### src/rtl/counter_share_arbiter_pkg.sv
// Shared types and helpers for the counter-share arbiter.
// Optional feature macro: CSA_FIXED_PRIO_EN (fixed-priority selection).
package counter_share_pkg;

  typedef enum logic [1:0] {
    IDLE = 2'd0,
    RUN  = 2'd1,
    DONE = 2'd2
  } state_t;

  localparam int unsigned NREQ_DEF = 4;
  localparam int unsigned CW_DEF   = 8;

  // Wide enough for the largest supported NREQ; callers truncate to NREQ bits.
  function automatic logic [7:0] onehot(input int unsigned idx);
    return 8'(1) << idx;
  endfunction

endpackage

### src/rtl/counter_share_arbiter_if.sv
// Request/grant bundle between requesters (master) and the arbiter (slave).
// Optional feature macro: CSA_FIXED_PRIO_EN (no effect on this interface).
interface counter_share_arbiter_if
  import counter_share_pkg::*;
#(
  parameter int unsigned NREQ = NREQ_DEF,
  parameter int unsigned CW   = CW_DEF
);

  logic                 clr;
  logic [NREQ-1:0]      req;
  logic [NREQ*CW-1:0]   len;
  logic [NREQ-1:0]      gnt;
  logic                 busy;
  logic [CW-1:0]        cnt;
  logic [NREQ-1:0]      done;

  modport master (
    output clr, req, len,
    input  gnt, busy, cnt, done
  );

  modport slave (
    input  clr, req, len,
    output gnt, busy, cnt, done
  );

endinterface

### src/rtl/counter_share_arbiter_rr_picker.sv
// Combinational winner selection: round-robin after 'last', or a plain
// priority encoder when CSA_FIXED_PRIO_EN is defined.
module rr_picker #(
  parameter  int unsigned NREQ = 4,
  localparam int unsigned IW   = $clog2(NREQ)
) (
  input  logic [NREQ-1:0] req,
`ifndef CSA_FIXED_PRIO_EN
  input  logic [IW-1:0]   last,
`endif
  output logic [IW-1:0]   winner,
  output logic            valid
);

  always_comb begin
    winner = '0;
    valid  = |req;
`ifdef CSA_FIXED_PRIO_EN
    for (int unsigned i = NREQ; i > 0; i--) begin
      if (req[i-1]) winner = IW'(i - 1);
    end
`else
    // Walk the search order backwards so the closest hit after 'last' wins.
    for (int unsigned k = NREQ; k > 0; k--) begin
      logic [IW-1:0] w_cand;
      w_cand = IW'((32'(last) + k) % NREQ);
      if (req[w_cand]) winner = w_cand;
    end
`endif
  end

endmodule

### src/rtl/counter_share_arbiter.sv
// Shares one up-counter among NREQ requesters, one timed slot at a time.
// Optional feature macro: CSA_FIXED_PRIO_EN (fixed priority, no rr pointer).
module counter_share_arbiter
  import counter_share_pkg::*;
#(
  parameter int unsigned NREQ = NREQ_DEF,
  parameter int unsigned CW   = CW_DEF
) (
  input  logic                     clk,
  input  logic                     reset,
  counter_share_arbiter_if.slave   bus
);

  localparam int unsigned IW = $clog2(NREQ);

  state_t          r_state;
  logic [IW-1:0]   r_idx;
  logic [CW-1:0]   r_len_q;
  logic [CW-1:0]   r_cnt;
  logic [NREQ-1:0] r_gnt;
  logic [NREQ-1:0] r_done;
  logic            r_busy;

  logic [IW-1:0]   w_winner;
  logic            w_valid;
  logic            w_term;

`ifdef CSA_FIXED_PRIO_EN
  rr_picker #(.NREQ(NREQ)) u_picker (
    .req    (bus.req),
    .winner (w_winner),
    .valid  (w_valid)
  );
`else
  logic [IW-1:0]   r_last;

  rr_picker #(.NREQ(NREQ)) u_picker (
    .req    (bus.req),
    .last   (r_last),
    .winner (w_winner),
    .valid  (w_valid)
  );
`endif

  // A zero length is served as a one-cycle slot.
  assign w_term = (r_len_q == '0) || (r_cnt == r_len_q - CW'(1));

  always_ff @(posedge clk or negedge reset) begin
    if (!reset) begin
      r_state <= IDLE;
      r_idx   <= '0;
      r_len_q <= '0;
      r_cnt   <= '0;
      r_gnt   <= '0;
      r_done  <= '0;
      r_busy  <= 1'b0;
`ifndef CSA_FIXED_PRIO_EN
      r_last  <= IW'(NREQ - 1);
`endif
    end else if (bus.clr) begin
      r_state <= IDLE;
      r_cnt   <= '0;
      r_gnt   <= '0;
      r_done  <= '0;
      r_busy  <= 1'b0;
    end else begin
      case (r_state)
        IDLE: begin
          r_cnt  <= '0;
          r_done <= '0;
          r_busy <= 1'b0;
          if (w_valid) begin
            r_idx   <= w_winner;
            r_len_q <= bus.len[32'(w_winner)*CW +: CW];
            r_gnt   <= NREQ'(onehot(32'(w_winner)));
            r_busy  <= 1'b1;
            r_state <= RUN;
          end
        end
        RUN: begin
          if (w_term) begin
            r_state <= DONE;
            r_gnt   <= '0;
            r_done  <= NREQ'(onehot(32'(r_idx)));
`ifndef CSA_FIXED_PRIO_EN
            r_last  <= r_idx;
`endif
          end else begin
            r_cnt <= r_cnt + CW'(1);
          end
        end
        DONE: begin
          r_state <= IDLE;
          r_cnt   <= '0;
          r_done  <= '0;
          r_busy  <= 1'b0;
        end
        default: begin
          r_state <= IDLE;
          r_gnt   <= '0;
          r_done  <= '0;
          r_busy  <= 1'b0;
        end
      endcase
    end
  end

  assign bus.gnt  = r_gnt;
  assign bus.cnt  = r_cnt;
  assign bus.done = r_done;
  assign bus.busy = r_busy;

endmodule

### src/flat_wrapper.sv
// flat-port wrapper written by rule: the top's interface ports become plain ports
module counter_share_arbiter_flat import counter_share_pkg::*;
#(
  parameter int unsigned NREQ = NREQ_DEF,
  parameter int unsigned CW   = CW_DEF
)
  (clk, reset, bus_clr, bus_req, bus_len, bus_gnt, bus_busy, bus_cnt, bus_done);
  counter_share_arbiter_if #(.NREQ(NREQ), .CW(CW)) bus_i ();
  input  logic clk;
  input  logic reset;
  input wire logic [$bits(bus_i.clr)-1:0] bus_clr;
  input wire logic [$bits(bus_i.req)-1:0] bus_req;
  input wire logic [$bits(bus_i.len)-1:0] bus_len;
  output wire logic [$bits(bus_i.gnt)-1:0] bus_gnt;
  output wire logic [$bits(bus_i.busy)-1:0] bus_busy;
  output wire logic [$bits(bus_i.cnt)-1:0] bus_cnt;
  output wire logic [$bits(bus_i.done)-1:0] bus_done;
  assign bus_i.clr = bus_clr;
  assign bus_i.req = bus_req;
  assign bus_i.len = bus_len;
  assign bus_gnt = bus_i.gnt;
  assign bus_busy = bus_i.busy;
  assign bus_cnt = bus_i.cnt;
  assign bus_done = bus_i.done;
  counter_share_arbiter #(.NREQ(NREQ), .CW(CW)) u_core (.clk(clk), .reset(reset), .bus(bus_i));
endmodule
### config.mk
export PLATFORM = sky130hd
export DESIGN_NAME = counter_share_arbiter_flat
export DESIGN_NICKNAME = d
export VERILOG_FILES = /design/src/rtl/counter_share_arbiter_pkg.sv /design/src/rtl/counter_share_arbiter_if.sv /design/src/rtl/counter_share_arbiter_rr_picker.sv /design/src/rtl/counter_share_arbiter.sv /design/src/flat_wrapper.sv
export SDC_FILE = /design/constraint.sdc
export NUM_CORES = 1
export LEC_CHECK = 0
export ABC_AREA = 1
export CORE_UTILIZATION = 45
export CTS_CLUSTER_SIZE = 14
export DETAILED_ROUTE_END_ITERATION = 16
export GPL_TIMING_DRIVEN = 0
export PLACE_DENSITY = 0.88
export SKIP_CTS_REPAIR_TIMING = 1
export SLEW_MARGIN = 20
export SYNTH_ARGS = -nofsm -noshare
export SYNTH_HDL_FRONTEND = slang
export SYNTH_SLANG_ARGS = --single-unit
### constraint.sdc
create_clock -name clk -period 2 [get_ports clk]
set_clock_uncertainty 0.2 [all_clocks]
set_input_delay 0.5 -clock clk [delete_from_list [all_inputs] [get_ports clk]]
set_output_delay 0.5 -clock clk [all_outputs]
set_load 0.005 [all_outputs]
==> results.json, run 1 <==
{
  "placed_area_um2": 2943,
  "r2r_end": "u_core.r_len_q[6]",
  "synth_area_leaders": "dfrtp_1, nand2_1, nand3_1, inv_1, nand2_2",
  "place_hpwl_um": 4378,
  "critPathArrivalTime_ns": 2.22,
  "worstPathCellList": "buf_8 > clkinv_8 > nand2_4 > nand2_2 > nand2_2 > nand2_2 > nand2_2 > nand2_2 > nand2_4 > nand2_4 > buf_8 > nand2_1 > nand2_1 > nand2_1 > nand2_1 > nand2_1 > nand2_1",
  "grt_overflow": 0,
  "yosysWarnings": 0,
  "rsz0062_at_grt": "true",
  "crit_start": "u_core.r_last[0]",
  "ys_ff_latch": 31,
  "synth_ff_type": "dfrtp_1",
  "clockBufferDepth": 2,
  "synth.most_common_cell": "nand2_1",
  "reg2reg_slack_ns": -0.25,
  "ant_nets": 0,
  "synthArstFlopShare_pct": 100.0,
  "drt-initial-drc-count": 120,
  "cts.sinks": 31,
  "cp_num_cells": 17,
  "layout.nets": 467,
  "htree_levels": 2,
  "row_count": 25,
  "drive_above_1_share_pct": 27.46,
  "cp-end-kind": "flop",
  "drv_cap": 0,
  "synth_top_area_share_pct": 31.40,
  "status": "complete, but fails checks",
  "fp.coreArea_um2": 4817,
  "dr.pass1.iters": 4,
  "die_h_um": 73.66,
  "period_share_pct": 112.4,
  "final_hold_viol_count": 0,
  "cts_tree": "built",
  "fillers": 388,
  "grt_max_degree": 32,
  "io_pins": 56,
  "fp.dieArea_um2": 5426,
  "ys_seq_area_share_pct": 33.68,
  "numCtsBuffers": 5,
  "cp_slowest_cell": "dfstp_2",
  "clk_pin_slew_ns": 0.07,
  "num_vias": 2513,
  "port-buffer-count": 54,
  "total_power_mw": 5.181,
  "violations": "setup timing",
  "insertedDiodeCount": 0,
  "period_needed_ns": 2.247,
  "fin_area_um2": 3416,
  "synthesis.area_um2": 2311,
  "cp_slowest_stage_delay_ns": 0.55,
  "grt_pass1_vias": 2305,
  "finalNonFillerCells": 493,
  "grt_util_all_layers_pct": 22.42,
  "syn_avg_cell_area_um2": 6.565,
  "antenna_found_initial": 0,
  "synth_edf_count": 0,
  "dp.cells": 473,
  "initial_utilization_pct": 47.97,
  "synth_cell_types": 30,
  "gp_congestion": 0.8411,
  "hold_path.class": "input port to async pin",
  "maxSlewViolCount": 0,
  "cts_root_buf": "clkbuf_8",
  "vias_per_cell": 5.097,
  "tightest_slew_ns": 0.6845,
  "clk_latency_ns": 0.28,
  "cp_common_cell": "nand2_1",
  "max_freq_mhz": 445.0,
  "syn_inst": 352,
  "syn-num-nets": 394,
  "r2r_start": "u_core.r_last[0]",
  "critPathCapture": "u_core.r_len_q[6]",
  "multi_input_comb_area_um2": 1503,
  "die_x_um": 73.66,
  "final-seq-area_um2": 783.3,
  "vdd_drop_max_mv": 1.009,
  "setup_viol": 27,
  "post-route-util_pct": 70.91,
  "wl_per_cell_um": 12.78,
  "startpoint_type": "flop",
  "reg2regPathDepth": 17,
  "grt_pass1_wl_um": 9404,
  "yosys-top-cells-count": "nand2_1, nand3_1, inv_1, dfrtp_1, nor2_1",
  "fin_ws_ns": -0.2470,
  "routed_wl_um": 6303,
  "total_leakage_power_nw": 1.761,
  "flow.area_growth_from_synthesis_pct": 47.81,
  "post-route-drc-count": 0,
  "cp_max_fo": 8,
  "dp_slack_ns": -0.5210,
  "worst-setup-path-type": "flop to flop",
  "slew_headroom_pct": 54.37,
  "synth_area_leader_cell": "dfrtp_1",
  "crit_family": "simple AND/OR/NAND/NOR gates",
  "pwr_density_cell_nw_per_um2": 1517,
  "required_ns": 1.98,
  "crit_buf_inv": 3
}
==> worst min-delay path by stage <==
| stage | to | slack [ns] | from |
|---|---|---|---|
| 2_1_floorplan | u_core.bus.busy | 0.004 | reset |
| 3_3_place_gp | u_core.bus.done[0] | 0.26 | u_core.bus.done[0] |
| 3_5_place_dp | u_core.bus.done[2] | 0.27 | u_core.bus.done[2] |
| 4_1_cts | u_core.bus.done[2] | 0.07 | reset |
| 5_1_grt | u_core.bus.done[0] | 0.11 | reset |
| 6_report | u_core.bus.cnt[3] | 0.05 | reset |
==> cell families (layout without fill, tap and decap cells) <==
| family | count (synthesis) | in the layout | synth area share [%] |
|---|---|---|---|
| AND/OR/NAND/NOR | 251 | 251 | 48.51 |
| AO/OA/AOI/OAI | 16 | 16 | 4.981 |
| XOR/XNOR | 5 | 5 | 1.895 |
| buffers and inverters | 46 | 120 | 9.313 |
| flip-flops | 31 | 31 | 33.68 |
| adder cells (fa/ha/maj) | 3 | 3 | 1.624 |
==> layout by cell type, fill, tap and decap left out, types with 7 or more instances in the layout <==
cell type and count:
nor2_2 7, nand2_4 13, nor2_1 13, clkdlybuf4s50_1 49, nand2_2 35, inv_1 26
nand3_1 36, inv_2 7, nand2_1 128, dfrtp_1 25, buf_4 7
==> cell type report <==
class,instances,share of cell area [%]
plain buffers,9,2.857
clock buffers,6,2.418
clock inverters,2,1.026
inverters,37,4.506
multi-input cells,275,43.99
flip-flops and latches,31,22.93
well taps,67,2.454
repair buffers,66,19.82
==> power breakdown <==
group | switching, mW | internal [mW]
combinational | 2.05 | 1.46
sequential | 0.198 | 0.823
clock | 0.242 | 0.403
==> registers in the layout, indices dropped and copies added, names as in the netlist <==
register and flops:
u_core.bus.busy 1, u_core.bus.cnt 8, u_core.bus.done 4, u_core.bus.gnt 4, u_core.r_idx 2, u_core.r_last 2
u_core.r_len_q 8, u_core.r_state 2
==> routing by layer <==
layer  up-vias  wire length (um)  GRT usage, %
met4         0               158         9.615
met1      1165              2551         25.93
met5         -                 0             0
li1       1248                 -             -
met2        84              3324         40.27
met3        16               269         4.115
==> per-stage QoR <==
stage / TNS (ns) / hold WS, ns
3_3_place_gp: -15.34 / 0.2644
4_1_cts: -4.517 / 0.07313
5_1_grt: -7.018 / 0.1061
3_5_place_dp: -8.532 / 0.2749
2_1_floorplan: 0 / 0.004409
6_report: -3.753 / 0.05316
No activity file was read; power rests on OpenSTA's default activity.
==> run 2, diff against run 1 <==
Settings changed: CORE_UTILIZATION 45 to 50, PLACE_DENSITY 0.88 to 0.92.
Clock period 2 ns to 2.38 ns, I/O delays scaled along.
==> run 2 against run 1 <==
Against the previous run:
- the flow now finishes without violations
- flip-flop and latch count is the same
- global-route usage up 2.8 points
- fmax grew 0.15%
- non-clock buffer count is 10 lower
- die area fell by 9.7%
- sequential power down 16%
- setup slack improved by 0.38 ns
- highest routed layer unchanged
- first-iteration DRC count grew 4.2%
- via count down 4.5%
- critical path depth shrank 2
==> results.json, run 2 (same netlist as run 1, synthesis figures left out) <==
{
  "status": "complete, no violations",
  "reg2regPathDepth": 15,
  "num_vias": 2399,
  "cts_tree": "built",
  "ant_nets": 0,
  "seqPwrFrac_pct": 23.3,
  "grt_pass1_vias": 2331,
  "clk_pin_slew_ns": 0.07,
  "startpoint_type": "flop",
  "fin_area_um2": 3057,
  "clk_latency_ns": 0.29,
  "cp_max_fo": 10,
  "wl_per_cell_um": 12.23,
  "layout.nets": 457,
  "pwr_density_cell_nw_per_um2": 1203,
  "switchingPower_mw": 1.809,
  "multi_input_comb_area_um2": 1329,
  "r2r_start": "u_core.r_len_q[1]",
  "mostFrequentLayoutCell": "nand2_1",
  "drive_above_1_share_pct": 14.18,
  "reg2reg_slack_ns": 0.14,
  "total_leakage_power_nw": 1.634,
  "antenna_found_initial": 0,
  "setup_viol": 0,
  "numCtsBuffers": 5,
  "critPathCapture": "u_core.bus.cnt[4]",
  "dr.pass1.iters": 4,
  "crit_start": "u_core.r_len_q[1]",
  "required_ns": 2.36,
  "internal_power_mw": 1.868,
  "fp.dieArea_um2": 4898,
  "dp.cells": 458,
  "cp-end-kind": "flop",
  "cts_root_buf": "clkbuf_8",
  "post-route-drc-count": 0,
  "grt_pass1_wl_um": 9936,
  "flow.area_growth_from_synthesis_pct": 32.27,
  "die_x_um": 69.99,
  "htree_levels": 2,
  "gp_congestion": 0.8622,
  "vias_per_cell": 5.126,
  "io_pins": 56,
  "drv_cap": 0,
  "swShare_pct": 49.19,
  "post-route-util_pct": 69.72,
  "final-seq-area_um2": 779.5,
  "finalNonFillerCells": 468,
  "grt_util_all_layers_pct": 25.20,
  "period_share_pct": 94.27,
  "insertedDiodeCount": 0,
  "clockBufferDepth": 2,
  "grt_overflow": 0,
  "r2r_end": "u_core.bus.cnt[4]",
  "critPathArrivalTime_ns": 2.22,
  "hold_ws_ns": 0.1361,
  "die_h_um": 69.99,
  "total_power_mw": 3.677,
  "routed_wl_um": 5722,
  "place_hpwl_um": 4305,
  "clkPwrFrac_pct": 12.6,
  "cts.sinks": 31,
  "worst-setup-path-type": "flop to flop",
  "mostFrequentLayoutCells": "nand2_1, clkdlybuf4s50_1, nand3_1",
  "grt_max_degree": 32,
  "vdd_drop_max_mv": 0.7919,
  "row_count": 24,
  "hold_path.class": "input port to async pin",
  "maxSlewViolCount": 0,
  "period_needed_ns": 2.244,
  "max_freq_mhz": 445.7,
  "slew_headroom_pct": 54.85,
  "p_comb_share_pct": 64.1,
  "final_hold_viol_count": 0,
  "placed_area_um2": 2912,
  "port-buffer-count": 54,
  "tightest_slew_ns": 0.6773,
  "rsz0062_at_grt": "true",
  "drt-initial-drc-count": 125,
  "fillers": 378,
  "initial_utilization_pct": 52.71,
  "fp.coreArea_um2": 4384
}
==> run 2: power groups by stage <==
| stage | Sequential [mW] | Combinational [mW] | Clock, mW |
|---|---|---|---|
| after floorplan | 0.814 | 1.73 | 0 |
| after global placement | 0.845 | 2.14 | 0 |
| after CTS | 0.845 | 2.26 | 0.474 |
| after detailed placement | 0.850 | 2.23 | 0 |
| final | 0.856 | 2.36 | 0.465 |
| after global routing | 0.872 | 2.68 | 0.496 |
==> run 2: through the flow <==
stage               worst slack, ns  setup TNS (ns)
finish                       0.1364               0
CTS                         0.01182               0
global route              -0.007695       -0.007695
detailed placement          -0.1920          -1.595
floorplan                    0.2840               0
global placement            -0.1353          -1.213
==> run 2: worst min path at each step <==
stage                     depth (start not counted)  slack, ns                 end
final                                             1       0.14   u_core.bus.cnt[7]
after floorplan                                   0        0.1     u_core.bus.busy
after detailed placement                          2       0.27  u_core.bus.done[2]
after global routing                              1       0.21     u_core.bus.busy
after global placement                            2       0.26  u_core.bus.done[1]
after CTS                                         1       0.16   u_core.bus.cnt[5]
==> run 2: area by class of cell <==
class	instances	share of cell area [%]
plain buffers	9	2.538
multi-input cells	275	43.47
flip-flops and latches	31	25.50
well taps	52	2.129
repair buffers	56	18.26
clock buffers	7	3.152
clock inverters	1	0.2456
inverters	37	4.707
==> run 2: per-layer routing <==
layer	vias up	GRT usage [%]	wire (um)
met3	11	4.329	259
met5	-	0	0
met4	0	8.889	115
met2	77	44.55	2818
li1	1220	-	-
met1	1091	30.69	2528
==> run 2: worst max-delay path: stages (launching register included) <==
cell and delay, ns:
dfrtp_1 0.41, inv_1 0.12, ha_2 0.30, nand2_1 0.07
inv_1 0.04, nor2_1 0.08, nand2_1 0.06, nor2_1 0.10
nand3_1 0.09, nor2_2 0.15, nand2_4 0.09, nand3_4 0.09
nand2_4 0.06, buf_6 0.15, nand2_2 0.07, o21ai_2 0.05
==> run 3, diff against run 2 <==
Settings changed: CAP_MARGIN set to 0, CORE_MARGIN set to 2.
==> run 3 against run 2 <==
Against the previous run:
- die area increased by 5.8%
- via count grew 0.88%
- final cell count is 0.43% higher
- critical path depth did not move
- power decreased by 1.5%
- sequential share of layout area barely moved
- clock power down 10%
- flip-flop and latch count unchanged
- critical path type unchanged
- highest routed layer unchanged
==> results.json, run 3 (same netlist as run 1, synthesis figures left out) <==
{
  "antenna_found_initial": 0,
  "mostFrequentLayoutCells": "nand2_1, clkdlybuf4s50_1, nand3_1",
  "layout.nets": 459,
  "period_needed_ns": 2.219,
  "grt_pass1_wl_um": 9715,
  "htree_levels": 2,
  "setup_viol": 0,
  "drt-initial-drc-count": 146,
  "fillers": 350,
  "final_hold_viol_count": 0,
  "wl_per_cell_um": 12.39,
  "drive_above_1_share_pct": 15.07,
  "insertedDiodeCount": 0,
  "vias_per_cell": 5.149,
  "crit_family": "simple AND/OR/NAND/NOR gates",
  "grt_overflow": 0,
  "critPathArrivalTime_ns": 2.21,
  "worst-setup-path-type": "flop to flop",
  "critPathCapture": "u_core.bus.cnt[4]",
  "post-route-drc-count": 0,
  "crit_buf_inv": 3,
  "dr.pass1.iters": 4,
  "slew_headroom_pct": 53.57,
  "reg2regPathDepth": 15,
  "fin_ws_ns": 0.1612,
  "grt_util_all_layers_pct": 23.80,
  "fp.coreArea_um2": 4414,
  "r2r_end": "u_core.bus.cnt[4]",
  "cp-end-kind": "flop",
  "mostFrequentLayoutCell": "nand2_1",
  "die_x_um": 71.99,
  "reg2reg_slack_ns": 0.16,
  "dp_slack_ns": -0.2148,
  "tightest_slew_ns": 0.6964,
  "io_pins": 56,
  "multi_input_comb_area_um2": 1343,
  "drv_cap": 0,
  "hold_ws_ns": 0.1450,
  "gp_congestion": 0.8903,
  "startpoint_type": "flop",
  "grt_max_degree": 32,
  "final-seq-area_um2": 779.5,
  "num_vias": 2420,
  "row_count": 24,
  "period_share_pct": 93.23,
  "place_hpwl_um": 4281,
  "clk_pin_slew_ns": 0.07,
  "clk_latency_ns": 0.29,
  "flow.area_growth_from_synthesis_pct": 32.49,
  "worstPathCellList": "inv_2 > ha_1 > nand2_1 > inv_1 > nor2_1 > nand2_1 > nor2_1 > nand3_1 > nor2_2 > nand2_4 > nand3_4 > nand2_4 > buf_6 > nand2_2 > o21ai_2",
  "cp_max_fo": 10,
  "hold_path.class": "input port to async pin",
  "maxSlewViolCount": 0,
  "cts_root_buf": "clkbuf_8",
  "cp_slowest_stage_delay_ns": 0.41,
  "finalNonFillerCells": 470,
  "cts_tree": "built",
  "r2r_start": "u_core.r_len_q[0]",
  "grt_pass1_vias": 2327,
  "routed_wl_um": 5823,
  "required_ns": 2.37,
  "max_freq_mhz": 450.7,
  "clockBufferDepth": 2,
  "crit_start": "u_core.r_len_q[0]",
  "die_h_um": 71.99,
  "ant_nets": 0,
  "total_leakage_power_nw": 1.629,
  "cp_num_cells": 15,
  "numCtsBuffers": 5,
  "vdd_drop_max_mv": 0.9407,
  "dp.cells": 458,
  "status": "complete, no violations",
  "cts.sinks": 31,
  "pwr_density_cell_nw_per_um2": 1183,
  "port-buffer-count": 54,
  "initial_utilization_pct": 52.35,
  "fp.dieArea_um2": 5182,
  "cp_slowest_cell": "dfrtp_2"
}
[run 3: layout make-up]
type	count	share of cell area, %
multi-input combinational	276	43.85
sequential	31	25.46
timing repair buffer	57	18.55
inverter	37	4.700
buffer	9	2.411
clock buffer	5	2.248
tap	52	2.125
clock inverter	3	0.6539
[run 3: how the worst min path moves through the flow]
stage,from,endpoint
finish,reset,u_core.bus.done[1]
CTS,reset,u_core.bus.cnt[0]
global route,reset,u_core.r_state[0]
global placement,u_core.bus.done[0],u_core.bus.done[0]
detailed placement,u_core.bus.gnt[1],u_core.bus.gnt[1]
floorplan,reset,u_core.bus.busy
[run 3: routing by layer]
layer	global-route usage (%)	wire, um	vias up	part of all wire (%)
li1	-	-	1234	-
met1	26.71	2466	1062	42
met2	41.05	2715	105	47
met3	6.111	432	19	7.4
met4	13.42	209	0	3.6
met5	0	0	-	0
[run 3: per-stage QoR]
| step | utilization [%] | total power [mW] | TNS, ns | area, um^2 |
|---|---|---|---|---|
| after floorplan | - | 2.541 | 0 | 2311 |
| after global placement | 66.07 | 2.985 | -1.247 | 2917 |
| after detailed placement | 65.96 | 3.057 | -2.238 | 2912 |
| after CTS | 67.97 | 3.499 | 0 | 3000 |
| after global routing | 69.36 | 3.990 | -0.0007681 | 3062 |
| final | 69.36 | 3.623 | 0 | 3062 |
[run 3: worst register-to-register path: cells and delay by family (launching register included)]
kind            cells  cell delay [ns]
fa+ha+maj           1             0.31
simple gates       10             0.90
compound gates      1             0.05
flops               1             0.41
buf+inv             3             0.26
[run 3: power by group]
group / internal, mW / total [mW] / switching, mW / leakage, nW
Combinational: 0.925 / 2.35 / 1.43 / 1.18
Sequential: 0.690 / 0.851 / 0.161 / 0.406
Clock: 0.203 / 0.417 / 0.214 / 0.0402
